[src/rtl/regfile_write_queue_pkg.sv]
// Shared constants and types for the register-file write queue.
//   DATA_W      - register data width
//   ADDR_W      - register address width
//   RF_NUM_REGS - number of architectural registers
//   wb_entry_t  - one pending writeback {valid, addr, data}
package rf_pkg;
    localparam int DATA_W      = 16;
    localparam int ADDR_W      = 4;
    localparam int RF_NUM_REGS = 1 << ADDR_W;

    typedef struct packed {
        logic              valid;
        logic [ADDR_W-1:0] addr;
        logic [DATA_W-1:0] data;
    } wb_entry_t;
endpackage

[src/rtl/regfile_wq_fifo.sv]
// Pending-write storage for regfile_write_queue.
// DEPTH-entry circular buffer with a per-entry valid bit, so the forwarding
// logic can scan every slot without decoding the pointer window itself.
// Ports:
//   clk, rst                   - clock, async active-high reset
//   i_push, i_push_addr/data   - enqueue one entry (caller guarantees !o_full)
//   i_pop                      - retire the head (caller guarantees !o_empty)
//   o_empty, o_full            - occupancy flags
//   o_head_addr, o_head_data   - oldest entry
//   o_rptr                     - head index (age origin for forwarding)
//   o_vld, o_addr, o_data      - raw entry array view
module regfile_wq_fifo #(
    parameter int DEPTH  = 4,
    parameter int DATA_W = rf_pkg::DATA_W,
    parameter int ADDR_W = rf_pkg::ADDR_W
) (
    input  logic                             clk,
    input  logic                             rst,
    input  logic                             i_push,
    input  logic [ADDR_W-1:0]                i_push_addr,
    input  logic [DATA_W-1:0]                i_push_data,
    input  logic                             i_pop,
    output logic                             o_empty,
    output logic                             o_full,
    output logic [ADDR_W-1:0]                o_head_addr,
    output logic [DATA_W-1:0]                o_head_data,
    output logic [$clog2(DEPTH)-1:0]         o_rptr,
    output logic [DEPTH-1:0]                 o_vld,
    output logic [DEPTH-1:0][ADDR_W-1:0]     o_addr,
    output logic [DEPTH-1:0][DATA_W-1:0]     o_data
);
    import rf_pkg::*;

    localparam int PTR_W = $clog2(DEPTH);
    localparam int CNT_W = PTR_W + 1;

    logic [PTR_W-1:0]             r_wptr, r_rptr;
    logic [CNT_W-1:0]             r_count;
    logic [DEPTH-1:0]             r_vld;
    logic [DEPTH-1:0][ADDR_W-1:0] r_addr;
    logic [DEPTH-1:0][DATA_W-1:0] r_data;

    // Control state; pointers wrap naturally because DEPTH is a power of 2.
    always_ff @(posedge clk or posedge rst) begin
        if (rst) begin
            r_wptr  <= '0;
            r_rptr  <= '0;
            r_count <= '0;
            r_vld   <= '0;
        end else begin
            if (i_push) begin
                r_vld[r_wptr] <= 1'b1;
                r_wptr        <= r_wptr + 1'b1;
            end
            if (i_pop) begin
                r_vld[r_rptr] <= 1'b0;
                r_rptr        <= r_rptr + 1'b1;
            end
            case ({i_push, i_pop})
                2'b10:   r_count <= r_count + 1'b1;
                2'b01:   r_count <= r_count - 1'b1;
                default: r_count <= r_count;
            endcase
        end
    end

    // Payload is qualified by r_vld, so it needs no reset.
    always_ff @(posedge clk) begin
        if (i_push) begin
            r_addr[r_wptr] <= i_push_addr;
            r_data[r_wptr] <= i_push_data;
        end
    end

    assign o_empty     = (r_count == '0);
    assign o_full      = (r_count == CNT_W'(DEPTH));
    assign o_head_addr = r_addr[r_rptr];
    assign o_head_data = r_data[r_rptr];
    assign o_rptr      = r_rptr;
    assign o_vld       = r_vld;
    assign o_addr      = r_addr;
    assign o_data      = r_data;
endmodule

[src/rtl/regfile_write_queue.sv]
// Writer-side front end for the 16x16 register file.
// Arbitrates ALU / load-unit writebacks (load unit wins), buffers them in a
// DEPTH-entry FIFO, drains one per cycle into the RF write port (we/A3/wd)
// and forwards the youngest pending value to two read queries.
// Ports:
//   clk, rst                          - clock, async active-high reset
//   mem_valid/rd/data, mem_ready      - load-unit writeback handshake
//   alu_valid/rd/data, alu_ready      - ALU writeback handshake
//   wr_hold                           - stall draining
//   we, A3, wd                        - register-file write port
//   q1_addr/q2_addr -> q*_hit/q*_data - forwarding queries
//   empty                             - no pending writes
// Build option: define RF_ZERO_REG_EN to hardwire register 0 to zero.
module regfile_write_queue #(
    parameter int DEPTH  = 4,
    parameter int DATA_W = rf_pkg::DATA_W,
    parameter int ADDR_W = rf_pkg::ADDR_W
) (
    input  logic              clk,
    input  logic              rst,
    input  logic              mem_valid,
    input  logic [ADDR_W-1:0] mem_rd,
    input  logic [DATA_W-1:0] mem_data,
    output logic              mem_ready,
    input  logic              alu_valid,
    input  logic [ADDR_W-1:0] alu_rd,
    input  logic [DATA_W-1:0] alu_data,
    output logic              alu_ready,
    input  logic              wr_hold,
    output logic              we,
    output logic [ADDR_W-1:0] A3,
    output logic [DATA_W-1:0] wd,
    input  logic [ADDR_W-1:0] q1_addr,
    input  logic [ADDR_W-1:0] q2_addr,
    output logic              q1_hit,
    output logic              q2_hit,
    output logic [DATA_W-1:0] q1_data,
    output logic [DATA_W-1:0] q2_data,
    output logic              empty
);
    import rf_pkg::*;

    localparam int PTR_W = $clog2(DEPTH);

    logic                         w_empty, w_full, w_push, w_mem_fire, w_alu_fire;
    logic [ADDR_W-1:0]            w_enq_addr, w_head_addr;
    logic [DATA_W-1:0]            w_enq_data, w_head_data;
    logic [PTR_W-1:0]             w_rptr;
    logic [DEPTH-1:0]             w_vld;
    logic [DEPTH-1:0][ADDR_W-1:0] w_addr;
    logic [DEPTH-1:0][DATA_W-1:0] w_data;
    logic [DATA_W:0]              w_q1, w_q2;

    // Ready ignores a same-cycle drain to keep it off the wr_hold path.
    assign mem_ready  = !w_full;
    assign alu_ready  = !w_full && !mem_valid;
    assign w_mem_fire = mem_valid && mem_ready;
    assign w_alu_fire = alu_valid && alu_ready;
    assign w_enq_addr = w_mem_fire ? mem_rd   : alu_rd;
    assign w_enq_data = w_mem_fire ? mem_data : alu_data;

`ifdef RF_ZERO_REG_EN
    // r0 writes complete the handshake but are dropped.
    assign w_push = (w_mem_fire || w_alu_fire) && (w_enq_addr != '0);
`else
    assign w_push = w_mem_fire || w_alu_fire;
`endif

    regfile_wq_fifo #(.DEPTH(DEPTH), .DATA_W(DATA_W), .ADDR_W(ADDR_W)) u_fifo (
        .clk         (clk),
        .rst         (rst),
        .i_push      (w_push),
        .i_push_addr (w_enq_addr),
        .i_push_data (w_enq_data),
        .i_pop       (we),
        .o_empty     (w_empty),
        .o_full      (w_full),
        .o_head_addr (w_head_addr),
        .o_head_data (w_head_data),
        .o_rptr      (w_rptr),
        .o_vld       (w_vld),
        .o_addr      (w_addr),
        .o_data      (w_data)
    );

    assign empty = w_empty;
    assign we    = !w_empty && !wr_hold;
    assign A3    = we ? w_head_addr : '0;
    assign wd    = we ? w_head_data : '0;

    // Walk slots oldest->youngest starting at the head; a later match
    // overwrites an earlier one, so the youngest matching entry wins.
    function automatic logic [DATA_W:0] fwd(
        input logic [ADDR_W-1:0]            q,
        input logic [DEPTH-1:0]             v,
        input logic [DEPTH-1:0][ADDR_W-1:0] a,
        input logic [DEPTH-1:0][DATA_W-1:0] d,
        input logic [PTR_W-1:0]             rp
    );
        logic [PTR_W-1:0] idx;
        logic [DATA_W:0]  res;
        res = '0;
        for (int k = 0; k < DEPTH; k++) begin
            idx = rp + PTR_W'(k);
            if (v[idx] && (a[idx] == q))
                res = {1'b1, d[idx]};
        end
`ifdef RF_ZERO_REG_EN
        if (q == '0)
            res = {1'b1, {DATA_W{1'b0}}};
`endif
        return res;
    endfunction

    assign w_q1    = fwd(q1_addr, w_vld, w_addr, w_data, w_rptr);
    assign w_q2    = fwd(q2_addr, w_vld, w_addr, w_data, w_rptr);
    assign q1_hit  = w_q1[DATA_W];
    assign q1_data = w_q1[DATA_W-1:0];
    assign q2_hit  = w_q2[DATA_W];
    assign q2_data = w_q2[DATA_W-1:0];
endmodule
[config.mk]
export PLATFORM = sky130hd
export DESIGN_NAME = regfile_write_queue
export DESIGN_NICKNAME = d
export VERILOG_FILES = /design/src/rtl/regfile_write_queue_pkg.sv /design/src/rtl/regfile_wq_fifo.sv /design/src/rtl/regfile_write_queue.sv
export SDC_FILE = /design/constraint.sdc
export NUM_CORES = 1
export LEC_CHECK = 0
export CAP_MARGIN = 20
export CORE_AREA = 2 2 88 174
export DETAILED_ROUTE_END_ITERATION = 6
export DIE_AREA = 0 0 90 176
export PLACE_DENSITY = 0.8
export REMOVE_ABC_BUFFERS = 1
export SETUP_SLACK_MARGIN = 0.1
export SLEW_MARGIN = 20
export SYNTH_ARGS = -nofsm -noshare
export SYNTH_HDL_FRONTEND = slang
export SYNTH_SLANG_ARGS = --single-unit
[constraint.sdc]
create_clock -name clk -period 6.5 [get_ports clk]
set_clock_uncertainty 0.2 [all_clocks]
set_input_delay 1.3 -clock clk [delete_from_list [all_inputs] [get_ports clk]]
set_output_delay 1.3 -clock clk [all_outputs]
set_load 0.05 [all_outputs]
==> impl_metrics.tcl <==
set metrics [dict create \
    outcome "finished, final reports clean" \
    core_area_mm2 0.0144 \
    cts-root-buf "clkbuf_16" \
    critPathKind "flip-flop to primary output" \
    grt_pass1_wl_um 29700 \
    yosysSeqAreaShare_pct 37.9 \
    cts_hold_buf 0 \
    finalSetupViolCount 0 \
    path_buf_inv 3 \
    clock_path_buffers 2 \
    synth_top_family_by_area "multiplexers" \
    worst_slack_ns 0.445 \
    antenna_left 0 \
    cpPeakStageDelay_ns 0.85 \
    crit_fanout 58 \
    final_cell_mix "92 x clkdlybuf4s50_1, 81 x mux4_2, 80 x edfxtp_1" \
    fin_crit_sh_pct 93.2 \
    routed_wl_um 19000 \
    synth_fa_ha_area_share_pct 1.88 \
    drt_iter0_drc 451 \
    required_ns 5.00 \
    crit_family "buffers and inverters" \
    post_cts_buffers 0 \
    cts_max_level 3 \
    clk_latency_ns 0.34 \
    whs_ns 0.332 \
    place_ws_ns 0.819 \
    clock-sinks 91 \
    insertedDiodeCount 0 \
    synth_cell_types 49 \
    fmax_mhz 165 \
    fin_cells 819 \
    numPortBuffers 110 \
    dr.pass1.iters 5 \
    worstPathArrival_ns 4.55 \
    path_cells "buf_4, buf_4, mux4_2, nand4_1, nor2_2, nand2_1, o221ai_2, clkdlybuf4s50_1" \
    grt_antenna_before_repair 0 \
    avgSynthCellArea_um2 13.4 \
    register_area_mm2 0.00268 \
    synth_area_mm2 0.00706 \
    yosys_warnings 0 \
    area_growth_syn_to_layout_pct 21.0 \
    yosysTopAreaCell "edfxtp_1" \
    die_height_um 176 \
    layout_commonest_cell "clkdlybuf4s50_1" \
    nFillCells 1155 \
    vias_per_cell 6.49 \
    grt_max_degree 59 \
    die_area_mm2 0.0158 \
    fin_nets 685 \
    slew_violations 0 \
    drcViolationCount 0 \
    multi_input_area_mm2 0.00411 \
    crit_path_frequent_cell "buf_4" \
    dr_total_vias 5317 \
    synth_xor_area_share_pct 4.71 \
    start_kind "flip-flop" \
    placementRows 62 \
    clk_pin_slew_ns 0.07 \
    wire_per_inst_um 23.2 \
    dpl.hpwl_um 13800 \
    netlist.area_leader.share_pct 34.0 \
    drive_above_1_share_pct 28.2 \
    place.gp.congestion 0.980 \
    muxShareOfSynthArea_pct 32.1 \
    numCtsBuffers 9 \
    start_util_pct 49.0 \
    grt_overflow_total 0 \
    cts_resized 0 \
    synthCells 529 \
    grtUsageTotal_pct 24.4 \
    worstMarginPinSlew_ns 0.935 \
    synthSimpleGateAreaFrac_pct 9.97 \
    die_w_um 90 \
    hold_violations 0 \
    tritoncts "built" \
    rsz0062_at_grt "false" \
    slew_headroom_pct 37.6 \
    synth_seq_cells 91 \
    maxCapViolations 0 \
    final_core_util_pct 59.3 \
    synth.top_cells.by_area "edfxtp_1 34%, mux4_2 26%, dfrtp_1 3.9%, mux2_2 3.2%, xnor2_1 3.1%" \
    synth_compound_area_share_pct 9.23 \
    boundaryPins 111 \
    post-place-cells 803 \
    end_kind "primary output" \
    slowest_stage "clkdlybuf4s50_1" \
    first_global_vias 5539 \
    period_needed_ns 6.06 \
    hp-class "flip-flop to flip-flop" \
]
## kinds of logic after synthesis
kind of cell	after synthesis
flops	91
compound gates	76
simple gates	139
mux	118
buf+inv	57
fa+ha+maj	10
xor+xnor	38
## path summary, 6_finish.rpt
path / to / slack, ns / start / cells after the start
max reg2reg: u_fifo.o_vld[3] / 4.16 / u_fifo.o_rptr[0] / 4
min: u_fifo.r_count[2] / 0.33 / u_fifo.r_count[2] / 1
min in group asynchronous: u_fifo.r_count[1] / 1.06 / rst / 2
max in group asynchronous: u_fifo.o_rptr[0] / 4.67 / rst / 2
max: q1_data[12] / 0.45 / u_fifo.o_rptr[0] / 8
min reg2reg: u_fifo.r_count[2] / 0.33 / u_fifo.r_count[2] / 1
## cell type report
cell class / instances / area share, %
clock buffers: 10 / 2.68
clock inverters: 6 / 0.483
inverters: 11 / 0.483
multi-input cells: 381 / 48.1
flip-flops and latches: 91 / 31.4
well taps: 192 / 2.81
repair buffers: 128 / 14.1
## sequential cells by signal (all words and copies together), names as in the netlist
signal / flops
u_fifo.o_addr: 16
u_fifo.o_data: 64
u_fifo.o_rptr: 2
u_fifo.o_vld: 4
u_fifo.r_count: 3
u_fifo.r_wptr: 2
## cell usage after synthesis (all sizes together)
| master | count |
|---|---|
| mux4 | 84 |
| and3 | 16 |
| a311oi | 1 |
| a211oi | 6 |
| nor2 | 26 |
| o22ai | 2 |
| o21a | 1 |
| buf | 30 |
| xnor2 | 25 |
| nand2 | 48 |
| clkbuf | 16 |
| inv | 11 |
| edfxtp | 80 |
| nand4 | 3 |
| xor2 | 13 |
| mux2i | 14 |
| o221ai | 13 |
| a21boi | 14 |
| and2 | 23 |
| and4 | 1 |
| or4 | 1 |
| a2bb2oi | 4 |
| o211ai | 16 |
| nand3 | 5 |
| o21ai | 3 |
| or2 | 2 |
| a21oi | 1 |
| dfrtp | 11 |
| a31oi | 15 |
| mux2 | 20 |
| or3 | 1 |
| ha | 9 |
| nand3b | 4 |
| nor3 | 9 |
| fa | 1 |
## layer usage
metal  global-route usage, %  routed length [µm]  share of wire (%)
met2                    46.3               10700                 57
met4                    14.2                1010                5.3
met3                    3.03                 882                4.6
met1                    25.6                6370                 34
met5                       0                   0                  0
## metrics by stage
| step | TNS (ns) | area (µm²) |
|---|---|---|
| 2_1_floorplan | -94.69 | 6810 |
| 3_3_place_gp | 0 | 8280 |
| 3_5_place_dp | 0 | 8280 |
| 4_1_cts | 0 | 8550 |
| 5_1_grt | 0 | 8550 |
| 6_report | 0 | 8550 |
Power is left out: the tool's default activity adds up to more than one toggle a clock period on the data nets, which glitch-free logic cannot reach.
